==> src/rtl/mux_n_stream_pkg.sv <==
// Shared types and helpers for the N-way stream multiplexer.
// Imported by the interface, the arbiter and the top level.
package mux_pkg;

    typedef enum logic {SLOT_EMPTY, SLOT_FULL} slot_state_e;

    // Index width; never narrower than one bit, even for a single channel.
    function automatic int unsigned sel_width(input int unsigned n);
        return (n < 2) ? 1 : $clog2(n);
    endfunction

endpackage

==> src/rtl/mux_n_stream_if.sv <==
// Request/response bundle of mux_n_stream: NUM_IN valid/ready inputs merged into one output.
// master drives the requests and out_ready, slave is the multiplexer.
interface mux_n_stream_if #(
    parameter int unsigned DATA_WIDTH = 32,
    parameter int unsigned NUM_IN     = 4
) ();
    localparam int unsigned SEL_W = mux_pkg::sel_width(NUM_IN);

    logic [NUM_IN-1:0]            in_valid;
    logic [NUM_IN*DATA_WIDTH-1:0] in_data;
    logic [NUM_IN-1:0]            in_ready;
    logic                         out_valid;
    logic [DATA_WIDTH-1:0]        out_data;
    logic [SEL_W-1:0]             out_sel;
    logic                         out_ready;

    modport master (
        output in_valid, in_data, out_ready,
        input  in_ready, out_valid, out_data, out_sel
    );

    modport slave (
        input  in_valid, in_data, out_ready,
        output in_ready, out_valid, out_data, out_sel
    );

endinterface

==> src/rtl/mux_n_stream_arbiter.sv <==
// One-hot arbiter for mux_n_stream: round-robin by default, fixed lowest-index priority
// when MUX_N_STREAM_FIXED_PRIO_EN is defined.
module rr_arbiter
    import mux_pkg::*;
#(
    parameter int unsigned  NUM_IN = 4,
    localparam int unsigned SEL_W  = sel_width(NUM_IN)
) (
    input  logic              clk,
    input  logic              rst_n,
    input  logic [NUM_IN-1:0] req,
    input  logic              advance,
    output logic [NUM_IN-1:0] grant,
    output logic [SEL_W-1:0]  grant_idx
);

`ifdef MUX_N_STREAM_FIXED_PRIO_EN

    // No pointer state in this build; keep the port list identical.
    logic unused_ports;
    assign unused_ports = clk ^ rst_n ^ advance;

    always_comb begin
        grant     = '0;
        grant_idx = '0;
        for (int i = NUM_IN - 1; i >= 0; i--) begin
            if (req[i]) begin
                grant     = '0;
                grant[i]  = 1'b1;
                grant_idx = SEL_W'(i);
            end
        end
    end

`else

    logic [SEL_W-1:0] rr_ptr_q, rr_ptr_d;

    // Search starts just above the last winner and wraps.
    always_comb begin
        logic             found;
        logic [SEL_W-1:0] idx;
        grant     = '0;
        grant_idx = '0;
        found     = 1'b0;
        idx       = '0;
        for (int k = 1; k <= NUM_IN; k++) begin
            idx = SEL_W'((int'(rr_ptr_q) + k) % NUM_IN);
            if (!found && req[idx]) begin
                found      = 1'b1;
                grant[idx] = 1'b1;
                grant_idx  = idx;
            end
        end
    end

    // Pointer only moves on a real transfer so idle cycles keep fairness.
    always_comb begin
        rr_ptr_d = rr_ptr_q;
        if (advance) begin
            rr_ptr_d = grant_idx;
        end
    end

    always_ff @(posedge clk or negedge rst_n) begin
        if (!rst_n) begin
            rr_ptr_q <= SEL_W'(NUM_IN - 1);
        end else begin
            rr_ptr_q <= rr_ptr_d;
        end
    end

`endif

endmodule

==> src/rtl/mux_n_stream.sv <==
// N-way valid/ready stream multiplexer with a registered output slot (1-cycle latency,
// full throughput). MUX_N_STREAM_FIXED_PRIO_EN selects fixed priority instead of round-robin.
module mux_n_stream
    import mux_pkg::*;
#(
    parameter int unsigned  DATA_WIDTH = 32,
    parameter int unsigned  NUM_IN     = 4,
    localparam int unsigned SEL_W      = sel_width(NUM_IN)
) (
    input logic            clk,
    input logic            rst_n,
    mux_n_stream_if.slave  bus
);

    slot_state_e           slot_q, slot_d;
    logic [DATA_WIDTH-1:0] data_q, data_d;
    logic [SEL_W-1:0]      sel_q, sel_d;

    logic                  load;
    logic                  transfer;
    logic [NUM_IN-1:0]     grant;
    logic [SEL_W-1:0]      grant_idx;
    logic [DATA_WIDTH-1:0] grant_data;

    // Nothing is accepted while reset is asserted, even if the slot looks empty.
    assign load         = rst_n & ((slot_q == SLOT_EMPTY) | bus.out_ready);
    assign bus.in_ready = grant & {NUM_IN{load}};
    assign transfer     = |(bus.in_valid & bus.in_ready);

    rr_arbiter #(
        .NUM_IN (NUM_IN)
    ) u_arbiter (
        .clk       (clk),
        .rst_n     (rst_n),
        .req       (bus.in_valid),
        .advance   (transfer),
        .grant     (grant),
        .grant_idx (grant_idx)
    );

    always_comb begin
        grant_data = '0;
        for (int i = 0; i < NUM_IN; i++) begin
            if (grant_idx == SEL_W'(i)) begin
                grant_data = bus.in_data[i*DATA_WIDTH +: DATA_WIDTH];
            end
        end
    end

    always_comb begin
        slot_d = slot_q;
        data_d = data_q;
        sel_d  = sel_q;
        unique case (slot_q)
            SLOT_EMPTY: begin
                if (transfer) begin
                    slot_d = SLOT_FULL;
                    data_d = grant_data;
                    sel_d  = grant_idx;
                end
            end
            SLOT_FULL: begin
                // Old beat leaves and a new one loads on the same edge when possible.
                if (bus.out_ready) begin
                    if (transfer) begin
                        data_d = grant_data;
                        sel_d  = grant_idx;
                    end else begin
                        slot_d = SLOT_EMPTY;
                    end
                end
            end
            default: slot_d = SLOT_EMPTY;
        endcase
    end

    always_ff @(posedge clk or negedge rst_n) begin
        if (!rst_n) begin
            slot_q <= SLOT_EMPTY;
            data_q <= '0;
            sel_q  <= '0;
        end else begin
            slot_q <= slot_d;
            data_q <= data_d;
            sel_q  <= sel_d;
        end
    end

    assign bus.out_valid = (slot_q == SLOT_FULL);
    assign bus.out_data  = data_q;
    assign bus.out_sel   = sel_q;

endmodule
==> src/flat_wrapper.sv <==
// flat-port wrapper written by rule: the top's interface ports become plain ports
module mux_n_stream_flat import mux_pkg::*;
#(
    parameter int unsigned  DATA_WIDTH = 32,
    parameter int unsigned  NUM_IN     = 4,
    localparam int unsigned SEL_W      = sel_width(NUM_IN)
)
  (clk, rst_n, bus_in_valid, bus_in_data, bus_out_ready, bus_in_ready, bus_out_valid, bus_out_data, bus_out_sel);
  mux_n_stream_if #(.DATA_WIDTH(DATA_WIDTH), .NUM_IN(NUM_IN)) bus_i ();
  input logic clk;
  input logic rst_n;
  input wire logic [$bits(bus_i.in_valid)-1:0] bus_in_valid;
  input wire logic [$bits(bus_i.in_data)-1:0] bus_in_data;
  input wire logic [$bits(bus_i.out_ready)-1:0] bus_out_ready;
  output wire logic [$bits(bus_i.in_ready)-1:0] bus_in_ready;
  output wire logic [$bits(bus_i.out_valid)-1:0] bus_out_valid;
  output wire logic [$bits(bus_i.out_data)-1:0] bus_out_data;
  output wire logic [$bits(bus_i.out_sel)-1:0] bus_out_sel;
  assign bus_i.in_valid = bus_in_valid;
  assign bus_i.in_data = bus_in_data;
  assign bus_i.out_ready = bus_out_ready;
  assign bus_in_ready = bus_i.in_ready;
  assign bus_out_valid = bus_i.out_valid;
  assign bus_out_data = bus_i.out_data;
  assign bus_out_sel = bus_i.out_sel;
  mux_n_stream #(.DATA_WIDTH(DATA_WIDTH), .NUM_IN(NUM_IN)) u_core (.clk(clk), .rst_n(rst_n), .bus(bus_i));
endmodule
==> config.mk <==
export PLATFORM = sky130hd
export DESIGN_NAME = mux_n_stream_flat
export DESIGN_NICKNAME = d
export VERILOG_FILES = /design/src/rtl/mux_n_stream_pkg.sv /design/src/rtl/mux_n_stream_if.sv /design/src/rtl/mux_n_stream_arbiter.sv /design/src/rtl/mux_n_stream.sv /design/src/flat_wrapper.sv
export SDC_FILE = /design/constraint.sdc
export NUM_CORES = 1
export LEC_CHECK = 0
export CAP_MARGIN = 20
export CORE_ASPECT_RATIO = 0.8
export CORE_MARGIN = 5
export CORE_UTILIZATION = 39
export CTS_BUF_LIST = sky130_fd_sc_hd__clkbuf_8
export DETAILED_ROUTE_END_ITERATION = 8
export GPL_ROUTABILITY_DRIVEN = 0
export PLACE_DENSITY = 0.88
export SETUP_SLACK_MARGIN = 0.1
export SLEW_MARGIN = 40
export SYNTH_ARGS = -nofsm -noshare
export SYNTH_HDL_FRONTEND = slang
export SYNTH_HIERARCHICAL = 1
export SYNTH_SLANG_ARGS = --single-unit
==> constraint.sdc <==
create_clock -name clk -period 3.92 [get_ports clk]
set_input_delay 0.784 -clock clk [delete_from_list [all_inputs] [get_ports clk]]
set_output_delay 0.784 -clock clk [all_outputs]
set_load 0.005 [all_outputs]
=== Word-level counts from Yosys, hierarchy flattened ===
Cells that the tools add are included.
W data, S select, Z words.

* $lt $le $gt $ge: 8
* Equality and inequality tests: 4
* Mux-type cells: 40
* Bitwise logic cells: 8
* $add $sub $neg: 4
* Reductions and logical operators: 12

{| class="wikitable"
|+ Operators with widths
! operator !! number
|-
| $mux W32 || 6
|-
| $pmux W32 S2 || 1
|-
| $mux W4 || 4
|-
| $mux W1 || 13
|-
| $lt A2 B3 Y1 const B || 4
|-
| $mux W2 || 6
|-
| $or A4 B4 Y4 || 3
|-
| $and A4 B4 Y4 || 2
|-
| $bmux W1 S2 || 4
|-
| $demux W1 S2 || 4
|-
| $ge A2 B1 Y1 const B || 4
|-
| $logic_and A1 B1 Y1 || 7
|-
| $add A2 B1 Y2 const B || 2
|-
| $add A2 B2 Y2 const B || 2
|-
| $eq A2 B2 Y1 const B || 2
|-
| $pmux W2 S2 || 1
|-
| $reduce_or A4 Y1 || 1
|-
| $logic_not A1 Y1 || 3
|-
| $eq A2 B1 Y1 const B || 1
|-
| $logic_not A2 Y1 || 1
|-
| $ne A2 B2 Y1 const B || 1
|-
| $pmux W1 S2 || 1
|-
| $and A1 B1 Y1 || 1
|-
| $not A1 Y1 || 1
|-
| $or A1 B1 Y1 || 1
|}

* Register bits after elaboration: 37
* Bits of input ports: 135
* Output and inout bits: 39
* Word-level logic and storage cells: 80

=== Logic depth before layout (Yosys ltp) ===
* Depth in word-level cells: 21
* Gate-level depth with buffers: 15
* Depth with buffers taken out: 12

=== Hierarchy ===
The synthesis kept the hierarchy.

{| class="wikitable"
|+ By module, submodules not included
! module !! cells an instance !! times used !! seq. area each (µm²) !! area an instance (µm²)
|-
| mux_n_stream || 122 || 1 || 875.8 || 2238.4
|-
| rr_arbiter || 57 || 1 || 52.6 || 585.6
|}

=== Least setup slack after synthesis ===
No wires, ideal clock.

* Kind: register to register
* Start: reg u_core.u_arbiter.rr_ptr_q[0]
* End: reg u_core.sel_q[0] (netlist: u_core/bus.out_sel[0])
* Setup time: 128 ps
* Path slack: 629 ps
* Buffers on the path: 3
* Required time: 3792 ps
* Arrival time: 3163 ps
* Cell stages (with the launch flop): 13
* Clock period less this slack: 3291 ps
* Path through: dfstp_2 buf_6 inv_1 ha_1 mux4_2 nor2b_4 buf_6 a22o_1 a221o_1 a22o_1 o211ai_4 buf_8 mux2_1

* Cells in the longest elaborated chain, start to end: 19
* Elaborated cells on any way between the ends: 58
* Those cells by class: 4 x add/sub; 8 x order compare; 30 x mux; 5 x bitwise; 11 x reduce/logical

{| class="wikitable"
|+ RTL lines
! item !! RTL line !! text
|-
| start, declared || mux_n_stream_arbiter.sv:37 || <nowiki>logic [SEL_W-1:0] rr_ptr_q, rr_ptr_d;</nowiki>
|-
| start signal, assigned || mux_n_stream_arbiter.sv:67 || <nowiki>rr_ptr_q <= SEL_W'(NUM_IN - 1);</nowiki>
|-
| start signal, assigned || mux_n_stream_arbiter.sv:69 || <nowiki>rr_ptr_q <= rr_ptr_d;</nowiki>
|-
| parallel branches: the longest is 12 deep, another holds $lt A2 B3 Y1 || n/a ||
|-
| $mux W4 * || mux_n_stream_arbiter.sv:49 || <nowiki>if (!found && req[idx]) begin</nowiki>
|-
| net u_core.grant[2] || mux_n_stream.sv:21 || <nowiki>logic [NUM_IN-1:0] grant;</nowiki>
|-
| $and A4 B4 Y4 * || mux_n_stream.sv:27 || <nowiki>assign bus.in_ready = grant & {NUM_IN{load}};</nowiki>
|-
| $and A4 B4 Y4 * || mux_n_stream.sv:28 || <nowiki>assign transfer = |(bus.in_valid & bus.in_ready);</nowiki>
|-
| $reduce_or A4 Y1 * || mux_n_stream.sv:28 ||
|-
| $mux W2 * || mux_n_stream.sv:56, mux_n_stream.sv:65 ||
|-
| $mux W2 || mux_n_stream.sv:64 || <nowiki>if (bus.out_ready) begin</nowiki>
|-
| $pmux W2 S2 * || mux_n_stream.sv:54 || <nowiki>unique case (slot_q)</nowiki>
|-
| end signal, assigned || mux_n_stream.sv:85 || <nowiki>sel_q <= sel_d;</nowiki>
|-
| end, declared || mux_n_stream.sv:17 || <nowiki>logic [SEL_W-1:0] sel_q, sel_d;</nowiki>
|}

Mark *: on every way through the listed nets, which the timed path passes. The select of a mux whose other input is x is not followed.
A chain may end at the register's enable or synchronous reset.

=== Worst setup path in the final report ===
* Start: in bus_in_valid[3]
* End: out bus_in_ready[0]

* Cells in the longest elaborated chain, start to end: 13
* Elaborated cells on any way between the ends: 25
* Those cells by class: 15 x mux; 4 x bitwise; 6 x reduce/logical

{| class="wikitable"
|+ RTL lines
! item !! RTL line !! text
|-
| start, declared || flat_wrapper.sv:12 || <nowiki>input wire logic [$bits(bus_i.in_valid)-1:0] bus_in_valid;</nowiki>
|-
| $bmux W1 S2 || mux_n_stream_arbiter.sv:49 ||
|-
| $mux W1 (implied by the code) || mux_n_stream_arbiter.sv:49 ||
|-
| $mux W1 || mux_n_stream_arbiter.sv:49 ||
|-
| $logic_not A1 Y1 || mux_n_stream_arbiter.sv:49 ||
|-
| $logic_and A1 B1 Y1 || mux_n_stream_arbiter.sv:49 ||
|-
| $mux W1 || mux_n_stream_arbiter.sv:49 ||
|-
| $logic_not A1 Y1 || mux_n_stream_arbiter.sv:49 ||
|-
| $logic_and A1 B1 Y1 || mux_n_stream_arbiter.sv:49 ||
|-
| $mux W1 || mux_n_stream_arbiter.sv:49 ||
|-
| $logic_not A1 Y1 || mux_n_stream_arbiter.sv:49 ||
|-
| $logic_and A1 B1 Y1 || mux_n_stream_arbiter.sv:49 ||
|-
| $mux W4 * || mux_n_stream_arbiter.sv:49 ||
|-
| net u_core.grant[0] || mux_n_stream.sv:21 ||
|-
| $and A4 B4 Y4 * || mux_n_stream.sv:27 ||
|-
| end, declared || flat_wrapper.sv:15 || <nowiki>output wire logic [$bits(bus_i.in_ready)-1:0] bus_in_ready;</nowiki>
|}

The timed path passes the listed nets; every way through them passes the cells marked *. The select of a mux whose other input is x is not followed.

==> metrics.yaml <==
layout_setup_ws_ps: 220
grt_pass1_vias: 2675
min_path_type: "reg2reg"
grtUsageTotal_pct: 19.9
grt_antenna_before_repair: 0
maxCapViolCount: 0
worst_skew_pair.late_latency_ps: 280
synth_edf_count: 0
fp.coreArea_um2: 6960
grt_pass1_wl_um: 14200
synthTopCellsByCount: "dfrtp_1 (35), mux4_2 (31), mux2_4 (18)"
first_pass_iters: 4
cts.sinks: 37
required_ps: 3140
cp.arrival_ps: 2920
initial_core_util_pct: 40.6
synth.most_common_cell: "dfrtp_1"
fin_setup_tns_ps: 0
synth-seq-cells: 37
drc: 0
avgSynthCellArea_um2: 15.8
critPathCaptureType: "output port"
multi_input_area_um2: 1760
yosysTopAreaCell: "dfrtp_1"
cts.path.max_buffers: 2
synth_top_cells_by_area: "dfrtp_1 (31%), mux4_2 (25%), mux2_4 (9.6%)"
antenna_left: 0
yosysSeqAreaShare_pct: 32.9
hold_ws_ps: 499
worst_pin_slew_ps: 522
slew_viol_final: 0
wl_per_cell_um: 19.8
io_pins: 174
finalClockSkew_ps: 8.77
dp_slack_ps: -44.3
antenna_cells: 0
row_count: 27
pwr_density_cell_nw_per_um2: 757
portBuffers: 173
timing.final.crit_share_pct: 94.4
via_per_inst: 5.35
fillers: 503
slew_headroom_pct: 65.0
worstPathMaxFanout: 6
regToRegStartpoint: "u_core/u_arbiter/rr_ptr_q[1]"
leakage_nw: 1.98
finalWirelength_um: 8990
setup_violations: 0
crit_path_start_kind: "input pin"
vias: 2430
clockRootBuffer: "clkbuf_8"
synth-async-reset-ratio_pct: 100
synthFlopType: "dfrtp_1"
htreeDepth: 2
dp_hpwl_um: 7350
ir_drop_mv: 0.506
synth_warnings: 6
syn_to_final_growth_pct: 72.5
numCtsBuffers: 5
timing_worst_setup_path_type: "in2out"
drive_gt1_share_pct: 28.6
r2r-end: "u_core/bus.out_data[15]"
fin_nets: 509
grt_max_degree: 39
status: "complete, no violations"
post-route-util_pct: 70.0
ff_latch_area_um2: 932
grt_overflow_total: 0
rsz0062_at_grt: "false"
hold_end: "u_core/bus.out_sel[1]"
cts_tree: "done"
whs_path_depth: 1
hold_buffers: 0
clk_pin_slew_ps: 70
report.final.hold_viol_count: 0
fp.dieW_um: 105
fmax_mhz: 270
hold_start: "u_core/bus.out_sel[1]"
r2r_cells: 10
fin_crit_ps: 3700
die-height_um: 86.1
drt_iter0_drc: 41
synth_top_area_share_pct: 31.0
synth_fp_nets: 322
die_area_um2: 9050
crit_path_start: "bus_in_valid[3]"
netlist_area_um2: 2820
synth.distinct_cells: 38
postSynthCellCount: 179
r2r_slack_ps: 650
==> how the worst max path moves through the flow <==
stage / endpoint / slack, ps / cells after the start
global route: bus_in_ready[0] / 110 / 7
finish: bus_in_ready[0] / 220 / 7
floorplan: u_core/bus.out_sel[0] / 630 / 12
global placement: bus_in_ready[3] / 10 / 7
detailed placement: bus_in_ready[0] / -40 / 7
CTS: bus_in_ready[0] / 210 / 7
==> kinds of logic (layout without fill, tap and decap cells) <==
group / after synthesis / count (layout) / share of synthesized area [%]
buffers and inverters: 20 / 208 / 5.89
muxes: 69 / 69 / 43.8
adders and majority gates: 8 / 8 / 3.54
DFF: 37 / 37 / 32.9
AOI/OAI and AO/OA: 24 / 24 / 8.99
and+or+nand+nor: 21 / 21 / 4.87
==> flip-flops by register name (all words and copies together) (netlist names) <==
name / flops
u_core/bus.out_data: 32
u_core/bus.out_sel: 2
u_core/bus.out_valid: 1
u_core/u_arbiter/rr_ptr_q: 2
==> critical path: stages <==
cell             delay [ps]
dlygate4sd2_1           300
or3b_1                  430
a2111oi_4               330
nand2b_4                210
a221o_1                 180
and3_1                  170
clkdlybuf4s50_1         500
==> layout by cell type, fill, tap and decap left out, drive strengths merged, types with 5 or more instances in the layout <==
cell / instances
a221o: 5
a22o: 6
buf: 23
clkbuf: 6
clkdlybuf4s50: 168
dfrtp: 35
ha: 8
inv: 5
mux2: 34
mux4: 34
==> layer usage <==
metal	vias to the layer above	global-route usage, %	part of all wire [%]
li1	1105	-	-
met2	131	36.7	52
met3	8	5.72	8.6
met1	1186	23.1	38
met4	0	4.07	1.2
met5	-	0	0
==> final cells by class <==
class	count	share of cell area, %
Multi-Input combinational cell	122	36.0
Tap cell	87	2.23
Sequential cell	37	19.1
Clock inverter	2	0.693
Clock buffer	6	1.69
Timing Repair Buffer	195	39.8
Inverter	5	0.462
==> per-stage QoR <==
step	power, mW	cells	cell area (µm²)
floorplan	2.43	179	2820
global placement	3.27	442	4720
detailed placement	3.34	442	4720
CTS	3.74	454	4870
global route	3.93	454	4870
finish	3.69	454	4870
==> power by group <==
group / switching, mW / internal, mW / total [mW] / leakage (nW)
Sequential: 0.106 / 0.602 / 0.708 / 0.436
Combinational: 0.989 / 1.66 / 2.64 / 1.48
Clock: 0.133 / 0.205 / 0.338 / 0.0626
==> repair_timing <==
action | 4_1_cts | 5_1_grt
hold endpoints to repair | 0 | 0
setup endpoints to repair | 4 | 0
buffers inserted | 4 | 0
resized for setup | 7 | 0
Note: power is estimated with default switching activity, not from simulation.
